<file path="src/rtl/act_pingpong_sched_if.sv">
// ---------------------------------------------------------------------------
// act_pingpong_sched_if
//   Bundles every non-clock signal between the ping-pong scheduler, the
//   activation writer, the PE and the dual-port Block_RAM.
//   Modports:
//     slave  - the scheduler itself
//     master - the surrounding environment (writer, PE and BRAM together)
//   Signal groups:
//     writer : wr_req, wr_grant, wr_bank, wr_done, wr_addr, wr_ce, wr_we, wr_d
//     PE     : sync_vld, sync_bank, sync_ack, rd_done, rd_addr, rd_ce, rd_q
//     BRAM   : bram_addr1/ce1/we1/d1 (write port), bram_addr0/ce0/q0 (read port)
//     status : frames_done, err_proto
// ---------------------------------------------------------------------------
interface act_pingpong_sched_if #(
  parameter int AWIDTH = 12,
  parameter int DWIDTH = 16
);
  // writer side
  logic              wr_req;
  logic              wr_grant;
  logic              wr_bank;
  logic              wr_done;
  logic [AWIDTH-1:0] wr_addr;
  logic              wr_ce;
  logic              wr_we;
  logic [DWIDTH-1:0] wr_d;
  // PE side
  logic              sync_vld;
  logic              sync_bank;
  logic              sync_ack;
  logic              rd_done;
  logic [AWIDTH-1:0] rd_addr;
  logic              rd_ce;
  logic [DWIDTH-1:0] rd_q;
  // BRAM ports
  logic [AWIDTH:0]   bram_addr1;
  logic              bram_ce1;
  logic              bram_we1;
  logic [DWIDTH-1:0] bram_d1;
  logic [AWIDTH:0]   bram_addr0;
  logic              bram_ce0;
  logic [DWIDTH-1:0] bram_q0;
  // status
  logic [15:0]       frames_done;
  logic              err_proto;

  modport slave (
    input  wr_req, wr_done, wr_addr, wr_ce, wr_we, wr_d,
    input  sync_ack, rd_done, rd_addr, rd_ce, bram_q0,
    output wr_grant, wr_bank, sync_vld, sync_bank, rd_q,
    output bram_addr1, bram_ce1, bram_we1, bram_d1,
    output bram_addr0, bram_ce0, frames_done, err_proto
  );

  modport master (
    output wr_req, wr_done, wr_addr, wr_ce, wr_we, wr_d,
    output sync_ack, rd_done, rd_addr, rd_ce, bram_q0,
    input  wr_grant, wr_bank, sync_vld, sync_bank, rd_q,
    input  bram_addr1, bram_ce1, bram_we1, bram_d1,
    input  bram_addr0, bram_ce0, frames_done, err_proto
  );
endinterface

</file>
<file path="src/rtl/act_pingpong_sched.sv">
// ---------------------------------------------------------------------------
// act_pingpong_sched
//   Ping-pong scheduler for a layer activation buffer. One dual-port BRAM is
//   split into two banks by the address MSB: the writer fills one bank while
//   the PE drains the other. Each bank walks EMPTY -> FILLING -> FULL ->
//   DRAINING -> EMPTY; wr_ptr / rd_ptr select the bank each side works on.
//   Ports:
//     ap_clk - clock, rising edge
//     ap_rst - synchronous, active-high reset
//     bus    - act_pingpong_sched_if.slave (writer, PE, BRAM and status)
// ---------------------------------------------------------------------------
module act_pingpong_sched #(
  parameter int AWIDTH = 12,
  parameter int DWIDTH = 16
) (
  input  logic                ap_clk,
  input  logic                ap_rst,
  act_pingpong_sched_if.slave bus
);

  typedef enum logic [1:0] {
    EMPTY    = 2'd0,
    FILLING  = 2'd1,
    FULL     = 2'd2,
    DRAINING = 2'd3
  } bank_state_t;

  // registered state
  bank_state_t bank_q [2];
  logic        wr_ptr_q;
  logic        rd_ptr_q;
  logic        sync_vld_q;
  logic        err_q;
  logic [15:0] frames_cnt;

  // next-state values
  bank_state_t bank_d [2];
  logic        wr_ptr_d;
  logic        rd_ptr_d;
  logic        sync_vld_d;
  logic        err_d;
  logic [15:0] frames_d;

  // event decode; each qualified event touches a bank in a distinct state,
  // so writer and PE events can never target the same bank in one cycle
  logic grant;
  logic wr_fill;
  logic wr_fin;
  logic sync_set;
  logic take;
  logic rd_fin;

  assign grant    = (bank_q[wr_ptr_q] == FILLING);
  assign wr_fill  = bus.wr_req  && (bank_q[wr_ptr_q] == EMPTY);
  assign wr_fin   = bus.wr_done && grant;
  assign sync_set = (bank_q[rd_ptr_q] == FULL) && !sync_vld_q;
  assign take     = sync_vld_q && bus.sync_ack;
  assign rd_fin   = bus.rd_done && (bank_q[rd_ptr_q] == DRAINING);

  // state register
  always_ff @(posedge ap_clk) begin
    // NOTE: sequential state uses non-blocking assignments so every register
    // samples the pre-edge values regardless of statement order.
    if (ap_rst) begin
      bank_q     <= '{EMPTY, EMPTY};
      wr_ptr_q   <= 1'b0;
      rd_ptr_q   <= 1'b0;
      sync_vld_q <= 1'b0;
      err_q      <= 1'b0;
      frames_cnt <= 16'd0;
    end else begin
      bank_q     <= bank_d;
      wr_ptr_q   <= wr_ptr_d;
      rd_ptr_q   <= rd_ptr_d;
      sync_vld_q <= sync_vld_d;
      err_q      <= err_d;
      frames_cnt <= frames_d;
    end
  end

  // next-state logic
  always_comb begin
    // NOTE: every target gets its hold value first so no path leaves it
    // unassigned, which would otherwise infer a latch.
    bank_d     = bank_q;
    wr_ptr_d   = wr_ptr_q;
    rd_ptr_d   = rd_ptr_q;
    sync_vld_d = sync_vld_q;
    err_d      = err_q;
    frames_d   = frames_cnt;

    if (wr_fill) begin
      bank_d[wr_ptr_q] = FILLING;
    end
    if (wr_fin) begin
      bank_d[wr_ptr_q] = FULL;
      wr_ptr_d         = ~wr_ptr_q;
    end

    // sync_vld is only ever set while bank[rd_ptr] is FULL, so an accepted
    // handshake always moves a FULL bank to DRAINING
    if (take) begin
      bank_d[rd_ptr_q] = DRAINING;
      sync_vld_d       = 1'b0;
    end else if (sync_set) begin
      sync_vld_d = 1'b1;
    end

    if (rd_fin) begin
      bank_d[rd_ptr_q] = EMPTY;
      rd_ptr_d         = ~rd_ptr_q;
      frames_d         = frames_cnt + 16'd1;
    end

    // protocol violations: the offending event is otherwise ignored
    if ((bus.wr_done && !grant) ||
        ((bus.wr_ce || bus.wr_we) && !grant) ||
        (bus.rd_done && !rd_fin) ||
        (bus.sync_ack && !sync_vld_q)) begin
      err_d = 1'b1;
    end
  end

  // outputs
  logic [AWIDTH:0]   wr_full_addr;
  logic [AWIDTH:0]   rd_full_addr;
  logic [DWIDTH-1:0] wr_data;
  logic [DWIDTH-1:0] rd_data;

  always_comb begin
    wr_full_addr = {wr_ptr_q, bus.wr_addr};
    rd_full_addr = {rd_ptr_q, bus.rd_addr};
    wr_data      = bus.wr_d;
    rd_data      = bus.bram_q0;

    bus.wr_grant    = grant;
    bus.wr_bank     = wr_ptr_q;
    bus.sync_vld    = sync_vld_q;
    bus.sync_bank   = rd_ptr_q;
    bus.frames_done = frames_cnt;
    bus.err_proto   = err_q;

    // write strobes are dropped unless the writer owns the bank
    bus.bram_addr1 = wr_full_addr;
    bus.bram_ce1   = bus.wr_ce && grant;
    bus.bram_we1   = bus.wr_we && grant;
    bus.bram_d1    = wr_data;

    // read path is a pure mux, no added latency
    bus.bram_addr0 = rd_full_addr;
    bus.bram_ce0   = bus.rd_ce;
    bus.rd_q       = rd_data;
  end

endmodule
</file>
<file path="src/flat_wrapper.sv">
// flat-port wrapper written by rule: the top's interface ports become plain ports
module act_pingpong_sched_flat 
#(
  parameter int AWIDTH = 12,
  parameter int DWIDTH = 16
)
  (ap_clk, ap_rst, bus_wr_req, bus_wr_done, bus_wr_addr, bus_wr_ce, bus_wr_we, bus_wr_d, bus_sync_ack, bus_rd_done, bus_rd_addr, bus_rd_ce, bus_bram_q0, bus_wr_grant, bus_wr_bank, bus_sync_vld, bus_sync_bank, bus_rd_q, bus_bram_addr1, bus_bram_ce1, bus_bram_we1, bus_bram_d1, bus_bram_addr0, bus_bram_ce0, bus_frames_done, bus_err_proto);
  act_pingpong_sched_if #(.AWIDTH(AWIDTH), .DWIDTH(DWIDTH)) bus_i ();
  input  logic ap_clk;
  input  logic ap_rst;
  input wire logic [$bits(bus_i.wr_req)-1:0] bus_wr_req;
  input wire logic [$bits(bus_i.wr_done)-1:0] bus_wr_done;
  input wire logic [$bits(bus_i.wr_addr)-1:0] bus_wr_addr;
  input wire logic [$bits(bus_i.wr_ce)-1:0] bus_wr_ce;
  input wire logic [$bits(bus_i.wr_we)-1:0] bus_wr_we;
  input wire logic [$bits(bus_i.wr_d)-1:0] bus_wr_d;
  input wire logic [$bits(bus_i.sync_ack)-1:0] bus_sync_ack;
  input wire logic [$bits(bus_i.rd_done)-1:0] bus_rd_done;
  input wire logic [$bits(bus_i.rd_addr)-1:0] bus_rd_addr;
  input wire logic [$bits(bus_i.rd_ce)-1:0] bus_rd_ce;
  input wire logic [$bits(bus_i.bram_q0)-1:0] bus_bram_q0;
  output wire logic [$bits(bus_i.wr_grant)-1:0] bus_wr_grant;
  output wire logic [$bits(bus_i.wr_bank)-1:0] bus_wr_bank;
  output wire logic [$bits(bus_i.sync_vld)-1:0] bus_sync_vld;
  output wire logic [$bits(bus_i.sync_bank)-1:0] bus_sync_bank;
  output wire logic [$bits(bus_i.rd_q)-1:0] bus_rd_q;
  output wire logic [$bits(bus_i.bram_addr1)-1:0] bus_bram_addr1;
  output wire logic [$bits(bus_i.bram_ce1)-1:0] bus_bram_ce1;
  output wire logic [$bits(bus_i.bram_we1)-1:0] bus_bram_we1;
  output wire logic [$bits(bus_i.bram_d1)-1:0] bus_bram_d1;
  output wire logic [$bits(bus_i.bram_addr0)-1:0] bus_bram_addr0;
  output wire logic [$bits(bus_i.bram_ce0)-1:0] bus_bram_ce0;
  output wire logic [$bits(bus_i.frames_done)-1:0] bus_frames_done;
  output wire logic [$bits(bus_i.err_proto)-1:0] bus_err_proto;
  assign bus_i.wr_req = bus_wr_req;
  assign bus_i.wr_done = bus_wr_done;
  assign bus_i.wr_addr = bus_wr_addr;
  assign bus_i.wr_ce = bus_wr_ce;
  assign bus_i.wr_we = bus_wr_we;
  assign bus_i.wr_d = bus_wr_d;
  assign bus_i.sync_ack = bus_sync_ack;
  assign bus_i.rd_done = bus_rd_done;
  assign bus_i.rd_addr = bus_rd_addr;
  assign bus_i.rd_ce = bus_rd_ce;
  assign bus_i.bram_q0 = bus_bram_q0;
  assign bus_wr_grant = bus_i.wr_grant;
  assign bus_wr_bank = bus_i.wr_bank;
  assign bus_sync_vld = bus_i.sync_vld;
  assign bus_sync_bank = bus_i.sync_bank;
  assign bus_rd_q = bus_i.rd_q;
  assign bus_bram_addr1 = bus_i.bram_addr1;
  assign bus_bram_ce1 = bus_i.bram_ce1;
  assign bus_bram_we1 = bus_i.bram_we1;
  assign bus_bram_d1 = bus_i.bram_d1;
  assign bus_bram_addr0 = bus_i.bram_addr0;
  assign bus_bram_ce0 = bus_i.bram_ce0;
  assign bus_frames_done = bus_i.frames_done;
  assign bus_err_proto = bus_i.err_proto;
  act_pingpong_sched #(.AWIDTH(AWIDTH), .DWIDTH(DWIDTH)) u_core (.ap_clk(ap_clk), .ap_rst(ap_rst), .bus(bus_i));
endmodule
</file>
<file path="config.mk">
export PLATFORM = sky130hd
export DESIGN_NAME = act_pingpong_sched_flat
export DESIGN_NICKNAME = d
export VERILOG_FILES = /design/src/rtl/act_pingpong_sched_if.sv /design/src/rtl/act_pingpong_sched.sv /design/src/flat_wrapper.sv
export SDC_FILE = /design/constraint.sdc
export NUM_CORES = 1
export LEC_CHECK = 0
export BUFFER_PORTS_ARGS = -buffer_cell sky130_fd_sc_hd__buf_2
export CELL_PAD_IN_SITES_DETAIL_PLACEMENT = 1
export CELL_PAD_IN_SITES_GLOBAL_PLACEMENT = 1
export CORE_MARGIN = 2
export CORE_UTILIZATION = 22
export DETAILED_ROUTE_END_ITERATION = 6
export GPL_TIMING_DRIVEN = 0
export PLACE_DENSITY = 0.81
export REMOVE_ABC_BUFFERS = 1
export SLEW_MARGIN = 0
export SYNTH_ARGS = -nofsm -noshare
export SYNTH_HDL_FRONTEND = slang
export SYNTH_SLANG_ARGS = --single-unit
</file>
<file path="constraint.sdc">
create_clock -name ap_clk -period 1.4 [get_ports ap_clk]
set_input_delay 0.07 -clock ap_clk [delete_from_list [all_inputs] [get_ports ap_clk]]
set_output_delay 0.07 -clock ap_clk [all_outputs]
set_load 0.03 [all_outputs]
</file>
After elaboration in Yosys (flattened, before gate mapping)
Index checks and enable logic that the tools add are counted.

storage, ports and cells
  input bits = 65
  logic and storage cells = 64
  output and inout bits = 82
  bits in registers = 24

cells by class
  muxes and demuxes = 14
  add/subtract/negate cells = 1
  magnitude comparators = 4
  bitwise gates (word level) = 13
  equality and inequality tests = 3
  reduce and logical (&&, ||, !) cells = 22

operator list
  kind                                                        number
  adder 16 x 1 -> 16 bit, second input constant               1
  two-way mux 2 bit                                           8
  two-way mux 4 bit                                           4
  logical AND 1 bit                                           13
  AND 2 bit                                                   2
  AND 4 bit                                                   1
  demux 2 bit (select 1 bit)                                  2
  equality test 2 bit, second input constant                  2
  >= comparator 2 bit, second input constant                  2
  logical OR 1 bit                                            4
  less-than comparator 2 x 1 -> 1 bit, second input constant  2
  NOT 1 -> 2 bit                                              2
  NOT 2 bit                                                   2
  NOT 4 bit                                                   1
  OR 2 bit                                                    2
  OR 4 bit                                                    1
  logical NOT 1 bit                                           3
  equality test 2 x 1 -> 1 bit, second input constant         1
  logical NOT 2 bit                                           1
  NOT 1 bit                                                   2
  OR reduction 2 bit                                          1

Depth between registers and ports, before layout
  depth after elaboration = 14
  depth in mapped cells = 6
  mapped depth without buffers = 5

Worst setup path before layout
Ideal clock, no wire load.

  path kind = reg2out
  start point = register u_core.wr_ptr_q (netlist: u_core.bus.wr_bank)
  end point = output bus_bram_ce1
  arrival time = 1884 ps
  path slack = -554 ps
  stages on the path, launching flop included = 3
  required time = 1330 ps
  cells stage by stage = dfxtp_1 > o32ai_1 > and2_1

on the way
  cells in the longest elaborated chain, start to end = 6

ends and longest elaborated chain
  what                                                  RTL line                   source
  from (decl)                                           act_pingpong_sched.sv:30   logic wr_ptr_q;
  from (signal assigned)                                act_pingpong_sched.sv:73   wr_ptr_q <= wr_ptr_d;
  NOT 1 -> 2 bit (implied by the code)                  act_pingpong_sched.sv:53   assign grant = (bank_q[wr_ptr_q] == FILLING);
  two-way mux 2 bit (implied by the code) (3 in a row)  act_pingpong_sched.sv:53
  equality test 2 x 1 -> 1 bit                          act_pingpong_sched.sv:53
  net bus_wr_grant                                      flat_wrapper.sv:22         output wire logic [$bits(bus_i.wr_grant)-1:0] bus_wr_grant;
  logical AND 1 bit                                     act_pingpong_sched.sv:145  bus.bram_ce1 = bus.wr_ce && grant;
  to (decl)                                             flat_wrapper.sv:28         output wire logic [$bits(bus_i.bram_ce1)-1:0] bus_bram_ce1;

The timed path passes the listed nets, and every way through them passes these cells. The select of a mux whose other input is x is not followed.

Worst setup path in the final report
  start point = register u_core.rd_ptr_q (netlist: u_core.bus.sync_bank)
  end point = register u_core.frames_cnt[14] (netlist: u_core.bus.frames_done[14])

on the way
  cells in the longest elaborated chain, start to end = 6

ends and longest elaborated chain
  what                                                  RTL line                  source
  from (decl)                                           act_pingpong_sched.sv:31  logic rd_ptr_q;
  from (signal assigned)                                act_pingpong_sched.sv:74  rd_ptr_q <= rd_ptr_d;
  NOT 1 -> 2 bit (implied by the code)                  act_pingpong_sched.sv:58  assign rd_fin = bus.rd_done && (bank_q[rd_ptr_q] == DRAINING);
  two-way mux 2 bit (implied by the code) (3 in a row)  act_pingpong_sched.sv:58
  equality test 2 bit                                   act_pingpong_sched.sv:58
  logical AND 1 bit                                     act_pingpong_sched.sv:58
  to (signal assigned)                                  act_pingpong_sched.sv:77  frames_cnt <= frames_d;
  to (decl)                                             act_pingpong_sched.sv:34  logic [15:0] frames_cnt;

No other way between the ends. The select of a mux whose other input is x is not followed.
A chain may end at the register's enable or synchronous reset.

==> results.yml <==
run_status:
  status: "finished with violations"
  failed_checks: "setup timing"
setup_path:
  cp_num_buf_inv: 0
  endpoint_kind: "flip-flop"
  worstReg2RegEnd: "u_core.bus.frames_done[14]"
  crit_start: "u_core.bus.sync_bank"
  critical-path-max-stage-delay_ps: 500
  critical_path_class: "flip-flop to flip-flop"
  worstSetupStartpointType: "flip-flop"
  crit_required_ps: 1600
  crit-reg2reg-launch: "u_core.bus.sync_bank"
  critPathArrivalTime_ps: 1750
  rr_worst_depth: 4
  worstPathCellList: "nand4b_4 > a21o_4 > or4_1 > a21oi_1"
  cpMaxStageDelayCell: "or4_1"
  rrSetupSlack_ps: -150
  cp_max_fo: 7
  cpLargestDelayFamily: "simple AND/OR/NAND/NOR gates"
power:
  p_comb_share_pct: 17.5
  switchingPower_uw: 417
  power.leakage_nw: 0.727
  ir_worst_vdd_mv: 0.292
  power_density_nw_per_um2: 794
  total_power_mw: 1.48
  seqPwrFrac_pct: 49.7
  swShare_pct: 28.2
  internal_power_mw: 1.06
  clockPowerShare_pct: 32.8
route:
  wirelength_um: 7780
  routed-via-count: 1445
  drt_pass1_iterations: 6
  ant_nets: 0
  drt-initial-drc-count: 43
  wl_per_cell_um: 26.3
  via_per_inst: 4.88
  post-route-drc-count: 0
timing:
  rsz0062_at_grt: "yes"
  finClkSkew_ps: 5.37
  worstMarginPinSlew_ps: 483
  setup-violations-final: 13
  maxSlewViolCount: 0
  finalCritPeriodShare_pct: 110
  finalWorstSetupSlack_ps: -147
  clock.fmax_mhz: 647
  setup_tns_ps: -1220
  hold_viol: 0
  layout_min_cycle_time_ps: 1550
  relSlewSlack_pct: 67.8
logic_synthesis:
  synth_flop_cell: "dfxtp_1"
  synthArstFlopShare_pct: 0
  syn_inst: 198
  synth.distinct_cells: 38
  synth_edf_count: 0
  ys_seq_area_share_pct: 29.8
  syn_area_per_cell_um2: 8.14
  ys_warn_count: 0
  netlist_area_um2: 1610
  ys_ff_latch: 24
global_route:
  antenna_found_initial: 0
  grt_pass1_wl_um: 10100
  first_global_vias: 1401
  grt_max_degree: 23
  grtUsageTotal_pct: 18.7
  gr-total-overflow: 0
finish:
  nets: 264
  final_cell_area_um2: 1860
  layout-drive-gt1-share_pct: 49.7
  num_antenna_cells: 0
  finalNonFillerCells: 296
  final_cell_mix: "buf_2, buf_4, a21oi_1"
  syn2layout_area_growth_pct: 15.4
  fill_cells: 852
  mostFrequentLayoutCell: "buf_2"
die:
  die_h_um: 89.6
  die_w_um: 89.6
  coreArea_um2: 7180
  fp-row-count: 31
  dieArea_um2: 8030
  ios: 147
  initial_core_util_pct: 22.5
clocking:
  h-tree-depth: 1
  path_clk_slew_ps: 90
  clk_latency_ps: 270
  root_buffer: "clkbuf_8"
  cts_buffer_depth: 2
  clock-sinks: 24
  cts_inserted_buffers: 3
  cts_tree: "done"
placed_design:
  hpwl_um: 5710
  placed_cells: 263
  dpl_worst_slack_ps: -545
  place.gp.congestion: 0.812
  numPortBuffers: 32
  placed_area_um2: 1410
hold_path:
  min_from: "bus_sync_ack"
  hold_path_depth: 2
  hold_class: "input pin to flip-flop"
  worstHoldEndpoint: "u_core.bus.sync_vld"
flow_run:
  cap_violations: 0
sequential cells by signal, indices dropped and copies added, names as in the netlist:
register	count
u_core.bank_q	4
u_core.bus.err_proto	1
u_core.bus.frames_done	16
u_core.bus.sync_bank	1
u_core.bus.sync_vld	1
u_core.bus.wr_bank	1
cell families after synthesis:
group           synth area share [%]
fa+ha+maj                      0.776
xor+xnor                        1.63
simple gates                    18.9
flops                           29.8
buf+inv                         31.4
compound gates                  17.5
synth_stat cells (2+ instances only):
cell      number  area (um^2)
o21ai_0        7         35.0
a21o_1         2         15.0
or3_1          7         43.8
xnor2_1        3         26.3
nand2_1       11         41.3
nor2_1         9         33.8
and2_1         2         12.5
dfxtp_1       24          480
or4_1          5         37.5
a31oi_1        2         12.5
a21oi_1       20          100
o21a_1         2         15.0
o31ai_1        5         37.5
nand3_1        7         35.0
clkbuf_1       2         7.51
buf_4         61          458
nand4_1        3         18.8
inv_1          5         18.8
nor2b_1        2         12.5
cell type report:
class	instances	area, um^2	share of cell area, %
repair buffers	60	397	21.3
inverters	5	18.8	1.01
clock buffers	4	55.1	2.96
well taps	99	124	6.66
flip-flops and latches	24	526	28.3
multi-input cells	104	739	39.8
per-stage QoR:
| step | hold WS, ps | util [%] |
|---|---|---|
| after floorplan | 139 | - |
| after global routing | 51.8 | 25.9 |
| after detailed placement | 140 | 19.6 |
| final | 38.2 | 25.9 |
| after CTS | 34.2 | 23.7 |
| after global placement | 140 | 19.6 |
power by group through the flow:
stage	Clock (mW)	Sequential, mW	Combinational, mW
after global placement	0	0.759	0.180
after floorplan	0	0.779	0.0942
after detailed placement	0	0.760	0.185
final	0.484	0.734	0.257
after global routing	0.534	0.740	0.283
after CTS	0.498	0.740	0.200
layer usage:
layer  wire length, um  track usage (%)  vias up
met4                10             1.49        0
met5                 0             5.84        -
met2              3050             24.7      112
met1              2750             19.7      702
li1                  -                -      629
met3              1970             22.3        2
repair_timing:
item | 4_1_cts | 5_1_grt
endpoints found under the setup margin | 18 | 16
resized for setup | 29 | 30
gates cloned | 1 | 1
pin swaps | 20 | 11
buffers inserted | 19 | 8
hold buffers | 0 | 0
how the worst max path moves through the flow:
stage	cells after the start	to	slack, ps
6_report	4	u_core.bus.frames_done[14]	-150
5_1_grt	6	u_core.bus.frames_done[4]	-210
4_1_cts	4	u_core.bus.frames_done[15]	-130
3_5_place_dp	4	u_core.bus.frames_done[13]	-550
3_3_place_gp	4	u_core.bus.frames_done[13]	-490
2_1_floorplan	4	u_core.bus.frames_done[13]	-720
Note: power is estimated with default switching activity, not from simulation.
